[config.mk]
export PLATFORM = sky130hd
export DESIGN_NAME = rgb_pwm_driver
export DESIGN_NICKNAME = d
export VERILOG_FILES = /design/src/rtl/rgb_pwm_driver.sv
export SDC_FILE = /design/constraint.sdc
export NUM_CORES = 1
export LEC_CHECK = 0
export CAP_MARGIN = 15
export CORE_UTILIZATION = 30
export CTS_BUF_LIST = sky130_fd_sc_hd__clkbuf_16
export CTS_CLUSTER_SIZE = 20
export DETAILED_ROUTE_END_ITERATION = 12
export PLACE_DENSITY = 0.48
export SYNTH_ARGS = -nofsm -noshare
export SYNTH_HDL_FRONTEND = slang
export SYNTH_SLANG_ARGS = --single-unit
[constraint.sdc]
create_clock -name clk -period 3.69 [get_ports clk]
set_input_delay 0.738 -clock clk [delete_from_list [all_inputs] [get_ports clk]]
set_output_delay 0.738 -clock clk [all_outputs]
set_load 0.03 [all_outputs]
[src/rtl/rgb_pwm_driver.sv]
// rgb_pwm_driver
//
// Drives the three PWM pins of an RGB LED from the 8-bit R/G/B channel
// values produced by the HSV-to-RGB converter. Each channel's duty is
// latched only when the 255-tick PWM period wraps, so the LED never sees a
// truncated or glitched period.
//
// Parameters:
//   PRESC         clocks per PWM tick (1..65535)
//   COMMON_ANODE  1 = invert all LED outputs (active-low LED)
//
// Ports:
//   clk           system clock, rising edge
//   rst_n         asynchronous active-low reset
//   R, G, B       8-bit target duties, sampled every cycle
//   enable        1 = PWM running, 0 = LEDs held at the inactive level
//   led_r/g/b     registered PWM pins
//   period_start  one-cycle pulse after every PWM counter wrap
//   settled       1 when all applied duties equal the current R/G/B
//
// Build option:
//   RGB_PWM_SOFT_FADE_EN  when defined, each duty moves one step toward its
//                         target per period instead of jumping to it.

module rgb_pwm_driver #(
  parameter int unsigned PRESC        = 4,
  parameter int unsigned COMMON_ANODE = 0
) (
  input  logic       clk,
  input  logic       rst_n,
  input  logic [7:0] R,
  input  logic [7:0] G,
  input  logic [7:0] B,
  input  logic       enable,
  output logic       led_r,
  output logic       led_g,
  output logic       led_b,
  output logic       period_start,
  output logic       settled
);

  localparam logic [15:0] PRESC_MAX = 16'(PRESC - 1);
  localparam logic [7:0]  CNT_MAX   = 8'd254;
  localparam logic        INACTIVE  = (COMMON_ANODE != 0);

  // Prescaler and PWM counter
  logic [15:0] pcnt_q, pcnt_d;
  logic [7:0]  cnt_q, cnt_d;

  // Applied duties
  logic [7:0]  dr_q, dr_d;
  logic [7:0]  dg_q, dg_d;
  logic [7:0]  db_q, db_d;

  // Registered outputs
  logic        led_r_q, led_r_d;
  logic        led_g_q, led_g_d;
  logic        led_b_q, led_b_d;
  logic        period_start_q, period_start_d;
  logic        settled_q, settled_d;

  logic        tick;
  logic        wrap;

`ifdef RGB_PWM_SOFT_FADE_EN
  // One step toward the target; equal values stay put.
  function automatic logic [7:0] fade_step(input logic [7:0] cur,
                                           input logic [7:0] tgt);
    logic [7:0] nxt;
    nxt = cur;
    if (tgt > cur) begin
      nxt = cur + 8'd1;
    end else if (tgt < cur) begin
      nxt = cur - 8'd1;
    end
    return nxt;
  endfunction
`endif

  // Tick and wrap only exist while running, so a falling enable in the
  // wrap cycle suppresses the pulse and the duty update by the fade path.
  assign tick = enable && (pcnt_q == PRESC_MAX);
  assign wrap = tick && (cnt_q == CNT_MAX);

  // Prescaler and PWM counter
  always_comb begin
    pcnt_d = pcnt_q;
    cnt_d  = cnt_q;
    if (!enable) begin
      pcnt_d = 16'd0;
      cnt_d  = 8'd0;
    end else if (tick) begin
      pcnt_d = 16'd0;
      cnt_d  = wrap ? 8'd0 : cnt_q + 8'd1;
    end else begin
      pcnt_d = pcnt_q + 16'd1;
    end
  end

  // Duty registers: follow the inputs directly while disabled, otherwise
  // change only on the wrap edge.
  always_comb begin
    dr_d = dr_q;
    dg_d = dg_q;
    db_d = db_q;
    if (!enable) begin
      dr_d = R;
      dg_d = G;
      db_d = B;
    end else if (wrap) begin
`ifdef RGB_PWM_SOFT_FADE_EN
      dr_d = fade_step(dr_q, R);
      dg_d = fade_step(dg_q, G);
      db_d = fade_step(db_q, B);
`else
      dr_d = R;
      dg_d = G;
      db_d = B;
`endif
    end
  end

  // Output compare: cnt never exceeds 254, so duty 255 is always on and
  // duty 0 never on.
  always_comb begin
    led_r_d        = INACTIVE;
    led_g_d        = INACTIVE;
    led_b_d        = INACTIVE;
    period_start_d = 1'b0;
    if (enable) begin
      led_r_d        = (cnt_q < dr_q) ^ INACTIVE;
      led_g_d        = (cnt_q < dg_q) ^ INACTIVE;
      led_b_d        = (cnt_q < db_q) ^ INACTIVE;
      period_start_d = wrap;
    end
    settled_d = (dr_q == R) && (dg_q == G) && (db_q == B);
  end

  always_ff @(posedge clk or negedge rst_n) begin
    if (!rst_n) begin
      pcnt_q         <= 16'd0;
      cnt_q          <= 8'd0;
      dr_q           <= 8'd0;
      dg_q           <= 8'd0;
      db_q           <= 8'd0;
      led_r_q        <= INACTIVE;
      led_g_q        <= INACTIVE;
      led_b_q        <= INACTIVE;
      period_start_q <= 1'b0;
      settled_q      <= 1'b0;
    end else begin
      pcnt_q         <= pcnt_d;
      cnt_q          <= cnt_d;
      dr_q           <= dr_d;
      dg_q           <= dg_d;
      db_q           <= db_d;
      led_r_q        <= led_r_d;
      led_g_q        <= led_g_d;
      led_b_q        <= led_b_d;
      period_start_q <= period_start_d;
      settled_q      <= settled_d;
    end
  end

  assign led_r        = led_r_q;
  assign led_g        = led_g_q;
  assign led_b        = led_b_q;
  assign period_start = period_start_q;
  assign settled      = settled_q;

endmodule

* Word-level counts from Yosys, hierarchy flattened *
Index checks and enable logic that the tools add are counted.

storage, ports and cells
  word-level logic and storage cells = 41
  register bits after elaboration = 53
  output and inout bits = 5

operators by class
  reductions and logical operators = 4
  $add $sub $neg = 2
  equality and inequality tests = 7
  multiplexer cells = 15
  $lt $le $gt $ge = 3

operators by type and width
  kind                                                                     count
  8-bit 2-to-1 mux                                                         9
  16-bit 2-to-1 mux                                                        2
  8-bit == test                                                            3
  8-bit less-than comparator                                               3
  16-bit by 1-bit adder with 16-bit output, second input constant          1
  16-bit by 2-bit == test with 1-bit output, second input constant         1
  8-bit by 1-bit adder with 8-bit output, second input constant            1
  8-bit == test, second input constant                                     1
  1-bit logical AND                                                        4
  1-bit 2-to-1 mux                                                         4
  2-bit by 1-bit inequality test with 1-bit output, second input constant  2

* Depth between registers and ports, before layout *
Gate-level depths: netlist (run 1).

  depth in word-level cells = 6
  gate-level depth with buffers = 8
  gate-level depth less buffers = 6

* Worst setup path before layout (run 1) *
No wires, ideal clock.

  path type = register -> register
  start point = register pcnt_q[0]
  end point = register db_q[1]
  arrival time = 2.068 ns
  stages on the path, launching flop included = 9
  path slack = 1.497 ns
  data required time = 3.565 ns
  path through = dfrtp_1 -> ha_1 -> nor4b_4 -> nand4_4 -> or3_1 -> buf_6 -> nand2_8 -> buf_12 -> mux2_4

on the way
  word-level cells in the longest chain between the ends = 4

ends and longest elaborated chain
  element                                                     RTL line  source
  start: declaration                                          47        logic [15:0] pcnt_q, pcnt_d;
  start signal: assignment                                    152       pcnt_q <= pcnt_d;
  16-bit by 2-bit == test with 1-bit output                   82        assign tick = enable && (pcnt_q == PRESC_MAX);
  1-bit logical AND                                           82
  1-bit logical AND                                           83        assign wrap = tick && (cnt_q == CNT_MAX);
  2-bit by 1-bit inequality test with 1-bit output (no line)  -
  end signal: assignment                                      145       db_q <= 8'd0;
  end signal: assignment                                      156       db_q <= db_d;
  end: declaration                                            53        logic [7:0] db_q, db_d;

Every way passes these cells.
A chain may end at the register's enable or synchronous reset.

* Final worst setup path (run 1) *
  start point = register pcnt_q[0]
  end point = register dg_q[7]

on the way
  word-level cells in the longest chain between the ends = 4

ends and longest elaborated chain
  element                                                     RTL line  source
  16-bit by 2-bit == test with 1-bit output                   82
  1-bit logical AND                                           82
  1-bit logical AND                                           83
  2-bit by 1-bit inequality test with 1-bit output (no line)  -
  end signal: assignment                                      155       dg_q <= dg_d;
  end: declaration                                            52        logic [7:0] dg_q, dg_d;

Every way passes these cells.

==> metrics.cfg, run 1 <==
[status]
status=finished, final reports clean

[cells_and_area]
multi_input_area_um2=1700
syn_to_final_growth_pct=18.5
drive_gt1_share_pct=12.7
seqCellArea_um2=1330
stdcell_area_um2=3780
fillers=1017
fin_util_pct=36.6
final_nets=372
diodes=0

[clock_network]
postCtsSetupBuffers=0
cts_resized=0
clock_sinks=53
htree_num_levels=2
cts_tree=done
clkTransAtPathRegs_ps=80
clock_latency_ps=300
cts_buffer_depth=2
hold_buffers=0
clk_root_buffer_cell=clkbuf_16
numCtsBuffers=5

[timing]
worst_slack_ps=1130
worst_slew_pin_slew_ps=642
fin_crit_ps=2560
maxSlewHeadroom_pct=57.2
hold_violations=0
drv_slew=0
setup_tns_ps=0
fmax_mhz=390
min_period_over_period_pct=69.4
rsz0062_at_grt=no
finClkSkew_ps=8.20
setup_viol=0

[synthesis]
synth-seq-cells=53
syn_nets=340
syn_area_um2=3190
synth_area_leaders=dfrtp_1 (42%), ha_1 (9.4%), mux2_4 (9.4%), xor2_1 (6.3%), xnor2_1 (3.3%)
yosysSeqAreaShare_pct=41.6
netlist.area_leader.share_pct=41.6
ys_warn_count=0
yosysTopAreaCell=dfrtp_1
syn-instance-count=289
avgSynthCellArea_um2=11.0
yosys.cell_types.count=35

[floorplan]
die_y_um=105
io_pins=32
die_area_um2=11000
start_util_pct=30.9
die_x_um=105
core_area_um2=10300
num_rows=37

[drt]
post-route-drc-count=0
ant_nets=0
initialDrtViolationCount=87
avgRoutedWirePerCell_um=13.8
via_per_inst=4.74
wl_mm=6.30
dr.pass1.iters=4
vias=2169

[global_route]
grt_usage_pct=12.2
grt_max_degree=28
antenna_found_initial=0
grt_pass1_vias=2098
globalRouteOverflowTotal=0
grt_pass1_wl_mm=10.5

[critical_path]
critPathKind=reg2reg
rr_startpoint=pcnt_q[0]
start_kind=flip-flop
critPathCaptureType=flip-flop
critPathSlowestCell=or3_1
crit_path_cell_trace=ha_1 > nor4b_4 > nand4_4 > or3_1 > nand2_8 > mux2_2
r2r.worst_path.cells=6
crit_required_ps=3870
worstReg2RegEnd=dg_q[7]
critPathLaunch=pcnt_q[0]
path_max_fanout=24
arrival_ps=2740
r2r_setup_slack_ps=1130
crit_path_max_incr_delay_ps=610

[placed_design]
port_buffers=31
post-place-ws_ps=1020
hpwl_mm=4.76
placed_cell_area_um2=3610
gp_congestion=0.736

[power_and_ir_drop]
power_density_nw_per_um2=370
p_leak_nw=1.74
ir_worst_vdd_mv=0.293

[hold_path]
min_path_type=in2async

[run]
maxCapViolCount=0

cells in the mapped netlist (all sizes together):
master and number:
a211oi 1, buf 4, mux2 25, clkbuf 4, a22oi 1, and3 8
xnor2 12, a41o 1, a21oi 11, nor2b 3, and2 3, nor2 27
ha 24, inv 24, a21boi 3, nor4b 1, o31ai 4, a31oi 3
dfrtp 53, xor2 23, nand4 13, and4 2, or3 5, nand3 4
nor3 2, a2111o 3, nand2 13, o21ai 6, nor4 6
placed cells by master, fill, tap and decap left out, types with 12 or more instances in the layout:
cell type | Yosys | layout
nand2_1 | 12 | 12
nor2_1 | 27 | 27
inv_1 | 24 | 24
clkdlybuf4s50_1 | 0 | 30
xor2_1 | 23 | 23
ha_1 | 24 | 24
nand4_1 | 12 | 12
dfrtp_1 | 53 | 53
xnor2_1 | 12 | 12
mux2_4 | 20 | 20
final cells by class:
type	count	area share [%]
Multi-Input combinational cell	204	45.0
Timing Repair Buffer	33	8.48
Inverter	24	2.38
Sequential cell	53	35.1
Clock inverter	3	1.23
Tap cell	136	4.50
Clock buffer	5	3.31
power breakdown:
group	leakage [nW]	internal, mW	switching [mW]	total, mW
registers	0.675	0.613	0.0313	0.645
clock network	0.0800	0.322	0.229	0.551
logic	0.980	0.110	0.0914	0.201
per-layer routing:
layer | vias up | global-route usage [%] | routed length [um]
met1 | 1059 | 16.5 | 3080
met5 | - | 0 | 0
met3 | 4 | 2.43 | 221
met4 | 0 | 3.62 | 60
li1 | 1070 | - | -
met2 | 36 | 19.8 | 2940
cells by family (layout without fill, tap and decap cells):
family / Yosys count / count (layout) / share of synthesized area, %
AND/OR/NAND/NOR: 87 / 87 / 16.3
flip-flops: 53 / 53 / 41.6
XOR/XNOR: 35 / 35 / 9.62
AO/OA/AOI/OAI: 33 / 33 / 6.75
buffers and inverters: 32 / 65 / 5.06
multiplexers: 25 / 25 / 11.2
adder cells (fa/ha/maj): 24 / 24 / 9.42
metrics by stage:
| step | hold WS [ps] | cells | power, mW |
|---|---|---|---|
| after global placement | 439 | 450 | 0.860 |
| after detailed placement | 445 | 450 | 0.863 |
| after global routing | 476 | 458 | 1.46 |
| after CTS | 455 | 458 | 1.42 |
| final | 453 | 458 | 1.40 |
| after floorplan | 424 | 289 | 0.782 |
worst max path at each step:
stage	endpoint	cells after the start
2_1_floorplan	db_q[1]	8
3_3_place_gp	cnt_q[7]	6
3_5_place_dp	cnt_q[7]	6
4_1_cts	dg_q[7]	6
5_1_grt	dg_q[7]	6
6_report	dg_q[7]	6
sequential cells by signal, summed over array words and instances (netlist names):
| signal | cells |
|---|---|
| led_r | 1 |
| led_g | 1 |
| db_q | 8 |
| period_start | 1 |
| pcnt_q | 16 |
| settled | 1 |
| led_b | 1 |
| cnt_q | 8 |
| dg_q | 8 |
| dr_q | 8 |
critical path: cells and delay by family (launching register included):
| family | cells | cell delay [ps] |
|---|---|---|
| adder cells (fa/ha/maj) | 1 | 260 |
| flip-flops | 1 | 360 |
| multiplexers | 1 | 370 |
| AND/OR/NAND/NOR | 4 | 1420 |
Note: power is estimated with default switching activity, not from simulation.
==> run 2: changes to the inputs <==
- clock period: 3.69 -> 2.6 ns (I/O delays scaled with it)
==> run 2 against run 1 <==
  * Sequential power grew 42%
  * Highest routed layer unchanged
  * Largest cell class unchanged
  * Global-route usage shrank 0.44 points
  * Cell area grew 0.76%
  * Largest power group unchanged
  * Flip-flop and latch count is the same
  * Power grew 36%
==> metrics.cfg, run 2 (synthesis gave the netlist of run 1 again) <==
[drt]
avgRoutedWirePerCell_um=13.5  ; -1.9%
via_per_inst=4.68  ; -1.1%
vias=2168  ; -0.046%
initialDrtViolationCount=94  ; +8.0%
post-route-drc-count=0  ; unchanged
wl_mm=6.25  ; -0.83%
ant_nets=0  ; unchanged
dr.pass1.iters=4  ; unchanged

[critical_path]
start_kind=flip-flop
r2r.worst_path.cells=6  ; unchanged
crit_required_ps=2780  ; -1090 ps
critPathCaptureType=flip-flop
path_max_fanout=24  ; unchanged
arrival_ps=2490  ; -250 ps
critPathKind=reg2reg

[floorplan]
die_y_um=105  ; unchanged
io_pins=32  ; unchanged
die_area_um2=11000  ; unchanged
die_x_um=105  ; unchanged
num_rows=37  ; unchanged
core_area_um2=10300  ; unchanged
start_util_pct=30.9  ; unchanged

[clock_network]
clock_sinks=53  ; unchanged
clkTransAtPathRegs_ps=80  ; about the same
cts_resized=0  ; unchanged
cts_buffer_depth=2  ; unchanged
clk_root_buffer_cell=clkbuf_16
clock_latency_ps=290  ; about the same
postCtsSetupBuffers=0  ; unchanged
numCtsBuffers=5  ; unchanged
cts_tree=done
hold_buffers=0  ; unchanged
htree_num_levels=2  ; unchanged

[power_and_ir_drop]
seqPwrFrac_pct=48.3  ; +2.1 points
ir_worst_vdd_mv=0.324  ; +11%
p_sw_mw=0.502  ; +43%
p_int_mw=1.39  ; +33%
swShare_pct=26.5  ; +1.3 points
clockPowerShare_pct=36.3  ; -3.1 points
power_density_nw_per_um2=498  ; +35%
power_frac_comb_pct=15.4  ; +1.0 points
p_leak_nw=1.75  ; +0.99%

[global_route]
grt_usage_pct=11.8  ; -0.44 points
grt_max_degree=30  ; +7.1%
antenna_found_initial=0  ; unchanged
grt_pass1_vias=2132  ; +1.6%
grt_pass1_wl_mm=10.4  ; -1.8%
globalRouteOverflowTotal=0  ; unchanged

[timing]
maxSlewHeadroom_pct=59.9  ; +2.7 points
finClkSkew_ps=9.36  ; +1.16 ps
fmax_mhz=431  ; +11%
min_period_over_period_pct=89.1  ; +20 points
fin_crit_ps=2320  ; -244 ps
worst_slew_pin_slew_ps=601  ; -41.1 ps
hold_violations=0  ; unchanged
drv_slew=0  ; unchanged
rsz0062_at_grt=no
setup_tns_ps=0  ; unchanged
setup_viol=0  ; unchanged

[cells_and_area]
final_nets=377  ; +1.3%
layout_commonest_cell=dfrtp_1
drive_gt1_share_pct=14.1  ; +1.3 points
instances_no_fill=463  ; +1.1%
diodes=0  ; unchanged
mostFrequentLayoutCells=dfrtp_1 (53), clkdlybuf4s50_1 (30), nor2_1 (27), inv_1 (24), ha_1 (24)
largest_reg_flops=16  ; unchanged
top_register=pcnt_q
fillers=1032  ; +1.5%
syn_to_final_growth_pct=19.4

[run]
maxCapViolCount=0  ; unchanged

[placed_design]
gp_congestion=0.703  ; -4.6%
hpwl_mm=4.75  ; -0.32%
port_buffers=31  ; unchanged
dp.cells=455  ; +1.1%

[status]
status=finished, final reports clean

[hold_path]
min_path_type=in2async

[run 2: per-stage QoR]
stage                     total power [mW]  hold WS (ps)  utilization (%)  area [um2]  worst slack, ps
after floorplan                       1.11           224                -        3190              407
after global placement                1.23           437             35.4        3660              347
after detailed placement              1.23           449             35.4        3660              285
after CTS                             1.93           248             36.9        3810              270
after global routing                  1.98           273             36.9        3810              181
final                                 1.90           223             36.9        3810              282
[run 2: power groups by stage]
stage	registers, mW	clock network [mW]	logic (mW)
CTS	0.916	0.714	0.300
floorplan	0.925	0	0.185
detailed placement	0.932	0	0.299
global placement	0.931	0	0.297
finish	0.915	0.688	0.292
global route	0.923	0.736	0.325
[run 2: worst max-delay path, cell delays in order, from the launching register on]
cell and delay, ps:
dfrtp_1 370, ha_1 260, nor4b_4 310, nand4_4 120, or3_1 480, nand2_8 260
mux2_2 370
[run 2: layout make-up]
class                           instances  area [um2]  share of cell area (%)
Multi-Input combinational cell        204        1700                    44.6
Sequential cell                        53        1330                    34.8
Timing Repair Buffer                   38         370                    9.73
Tap cell                              136         170                    4.47
Clock buffer                            5         125                    3.29
Inverter                               24        90.1                    2.37
Clock inverter                          3        25.0                   0.657
[run 2: final timing paths]
| path | startpoint | endpoint | slack (ps) |
|---|---|---|---|
| worst max-delay path | pcnt_q[0] | dg_q[7] | 280 |
| max in group asynchronous | rst_n | led_b | 1800 |
| min in group clk | pcnt_q[0] | pcnt_q[0] | 460 |
| worst min-delay path | rst_n | pcnt_q[6] | 220 |
| worst max register to register | pcnt_q[0] | dg_q[7] | 280 |
| worst min register to register | pcnt_q[0] | pcnt_q[0] | 460 |
[run 2: routing by layer]
metal	vias to the layer above	track usage (%)	share of wire (%)
met2	35	19.9	46
met3	9	2.12	2.8
met4	0	3.22	1.1
li1	1079	-	-
met1	1045	15.5	50
met5	-	0	0
==> run 3: changes to the inputs <==
- PLACE_DENSITY: 0.48 -> 0.44
- SKIP_LAST_GASP: default -> 1
==> run 3 against run 2 <==
  * Die area did not move
  * Hold slack improved by 130 ps
  * Clock skew grew 0.58 ps
  * Non-clock buffer count unchanged
  * Critical path depth unchanged
  * Flip-flop and latch count unchanged
  * Cell count down 0.22%
  * Power up 2.9%
  * Global-route usage up 1.2 points
  * Critical endpoint unchanged
==> metrics.cfg, run 3 (synthesis gave the netlist of run 1 again) <==
[status]
status=finished, final reports clean

[critical_path]
path_max_fanout=24  ; unchanged
start_kind=flip-flop
crit_required_ps=2770  ; about the same
critPathCaptureType=flip-flop
arrival_ps=2480  ; about the same
critPathKind=reg2reg

[timing]
drv_slew=0  ; unchanged
min_period_over_period_pct=88.6  ; -0.58 points
fin_crit_ps=2300  ; -15.0 ps
finClkSkew_ps=9.94  ; +0.580 ps
setup_viol=0  ; unchanged
worst_slew_pin_slew_ps=708  ; +107 ps
fmax_mhz=434  ; +0.65%
maxSlewHeadroom_pct=52.8  ; -7.1 points
rsz0062_at_grt=no
setup_tns_ps=0  ; unchanged
hold_violations=0  ; unchanged

[global_route]
grt_max_degree=54  ; +80%
grt_usage_pct=13.0  ; +1.2 points
antenna_found_initial=0  ; unchanged
globalRouteOverflowTotal=0  ; unchanged
grt_pass1_wl_mm=11.2  ; +8.5%
grt_pass1_vias=2246  ; +5.3%

[cells_and_area]
mostFrequentLayoutCells=dfrtp_1 (53), clkdlybuf4s50_1 (30), nor2_1 (27), inv_1 (24), ha_1 (24)
syn_to_final_growth_pct=19.4  ; about the same
top_register=pcnt_q
instances_no_fill=462  ; -0.22%
seqCellArea_um2=1330  ; unchanged
drive_gt1_share_pct=13.8  ; -0.26 points
multi_input_area_um2=1700  ; unchanged
layout_commonest_cell=dfrtp_1
fillers=1024  ; -0.78%
diodes=0  ; unchanged
largest_reg_flops=16  ; unchanged
final_nets=377  ; unchanged
fin_util_pct=36.8  ; about the same

[clock_network]
hold_buffers=0  ; unchanged
clock_latency_ps=290  ; about the same
cts_buffer_depth=2  ; unchanged
htree_num_levels=2  ; unchanged
clk_root_buffer_cell=clkbuf_16
numCtsBuffers=5  ; unchanged
cts_resized=0  ; unchanged
clkTransAtPathRegs_ps=70  ; about the same
cts_tree=done
postCtsSetupBuffers=0  ; unchanged
clock_sinks=53  ; unchanged

[drt]
avgRoutedWirePerCell_um=14.1  ; +4.7%
via_per_inst=4.74  ; +1.3%
dr.pass1.iters=4  ; unchanged
post-route-drc-count=0  ; unchanged
ant_nets=0  ; unchanged
vias=2191  ; +1.1%
wl_mm=6.53  ; +4.4%
initialDrtViolationCount=53  ; -44%

[power_and_ir_drop]
power_density_nw_per_um2=513  ; +3.0%
ir_worst_vdd_mv=0.248  ; -23%
p_leak_nw=1.76  ; +0.27%

[floorplan]
die_x_um=105  ; unchanged
num_rows=37  ; unchanged
die_area_um2=11000  ; unchanged
die_y_um=105  ; unchanged
io_pins=32  ; unchanged
core_area_um2=10300  ; unchanged
start_util_pct=30.9  ; unchanged

[placed_design]
dp.cells=455  ; unchanged
port_buffers=31  ; unchanged
gp_congestion=0.684  ; -2.6%
hpwl_mm=4.85  ; +2.1%

[hold_path]
min_path_type=in2async

[run]
maxCapViolCount=0  ; unchanged

==> run 3: final timing paths <==
path | slack, ps | end | cells past startpoint | startpoint
worst max-delay path | 300 | dg_q[7] | 6 | pcnt_q[0]
worst min-delay path | 360 | pcnt_q[2] | 2 | rst_n
worst max register to register | 300 | dg_q[7] | 6 | pcnt_q[0]
worst min register to register | 460 | pcnt_q[0] | 1 | pcnt_q[0]
max in group asynchronous | 1760 | dr_q[2] | 2 | rst_n
min in group clk | 460 | pcnt_q[0] | 1 | pcnt_q[0]
==> run 3: routing by layer <==
metal / vias up / global-route usage, % / share of wire, % / wire, um
met1: 1068 / 17.0 / 49 / 3220
li1: 1084 / - / - / -
met3: 9 / 2.50 / 2.8 / 180
met5: - / 0 / 0 / 0
met2: 30 / 21.4 / 46 / 3020
met4: 0 / 4.33 / 1.5 / 99
==> run 3: final cells by class <==
class / count / area share, %
tap: 136 / 4.47
sequential: 53 / 34.9
timing repair buffer: 38 / 9.41
clock inverter: 2 / 0.921
clock buffer: 5 / 3.29
inverter: 24 / 2.37
multi-input combinational: 204 / 44.7
==> run 3: worst max-delay path: stages, from the launching register on <==
cell	delay, ps
dfrtp_1	370
ha_1	260
nor4b_4	300
nand4_4	110
or3_1	480
nand2_8	260
mux2_2	370
==> run 3: through the flow <==
step                power (mW)  setup WS, ps  hold WS (ps)  area, um2
global placement          1.23           337           435       3640
global route              2.05           155           446       3800
finish                    1.95           297           356       3800
detailed placement        1.23           286           452       3640
CTS                       1.99           279           400       3800
floorplan                 1.11           407           224       3190
==> run 3: power by group <==
part / internal [mW] / switching [mW] / total [mW] / leakage [nW]
clock: 0.448 / 0.294 / 0.742 / 0.0797
sequential: 0.871 / 0.0443 / 0.915 / 0.675
combinational: 0.160 / 0.134 / 0.294 / 1.00
total: 1.48 / 0.473 / 1.95 / 1.76
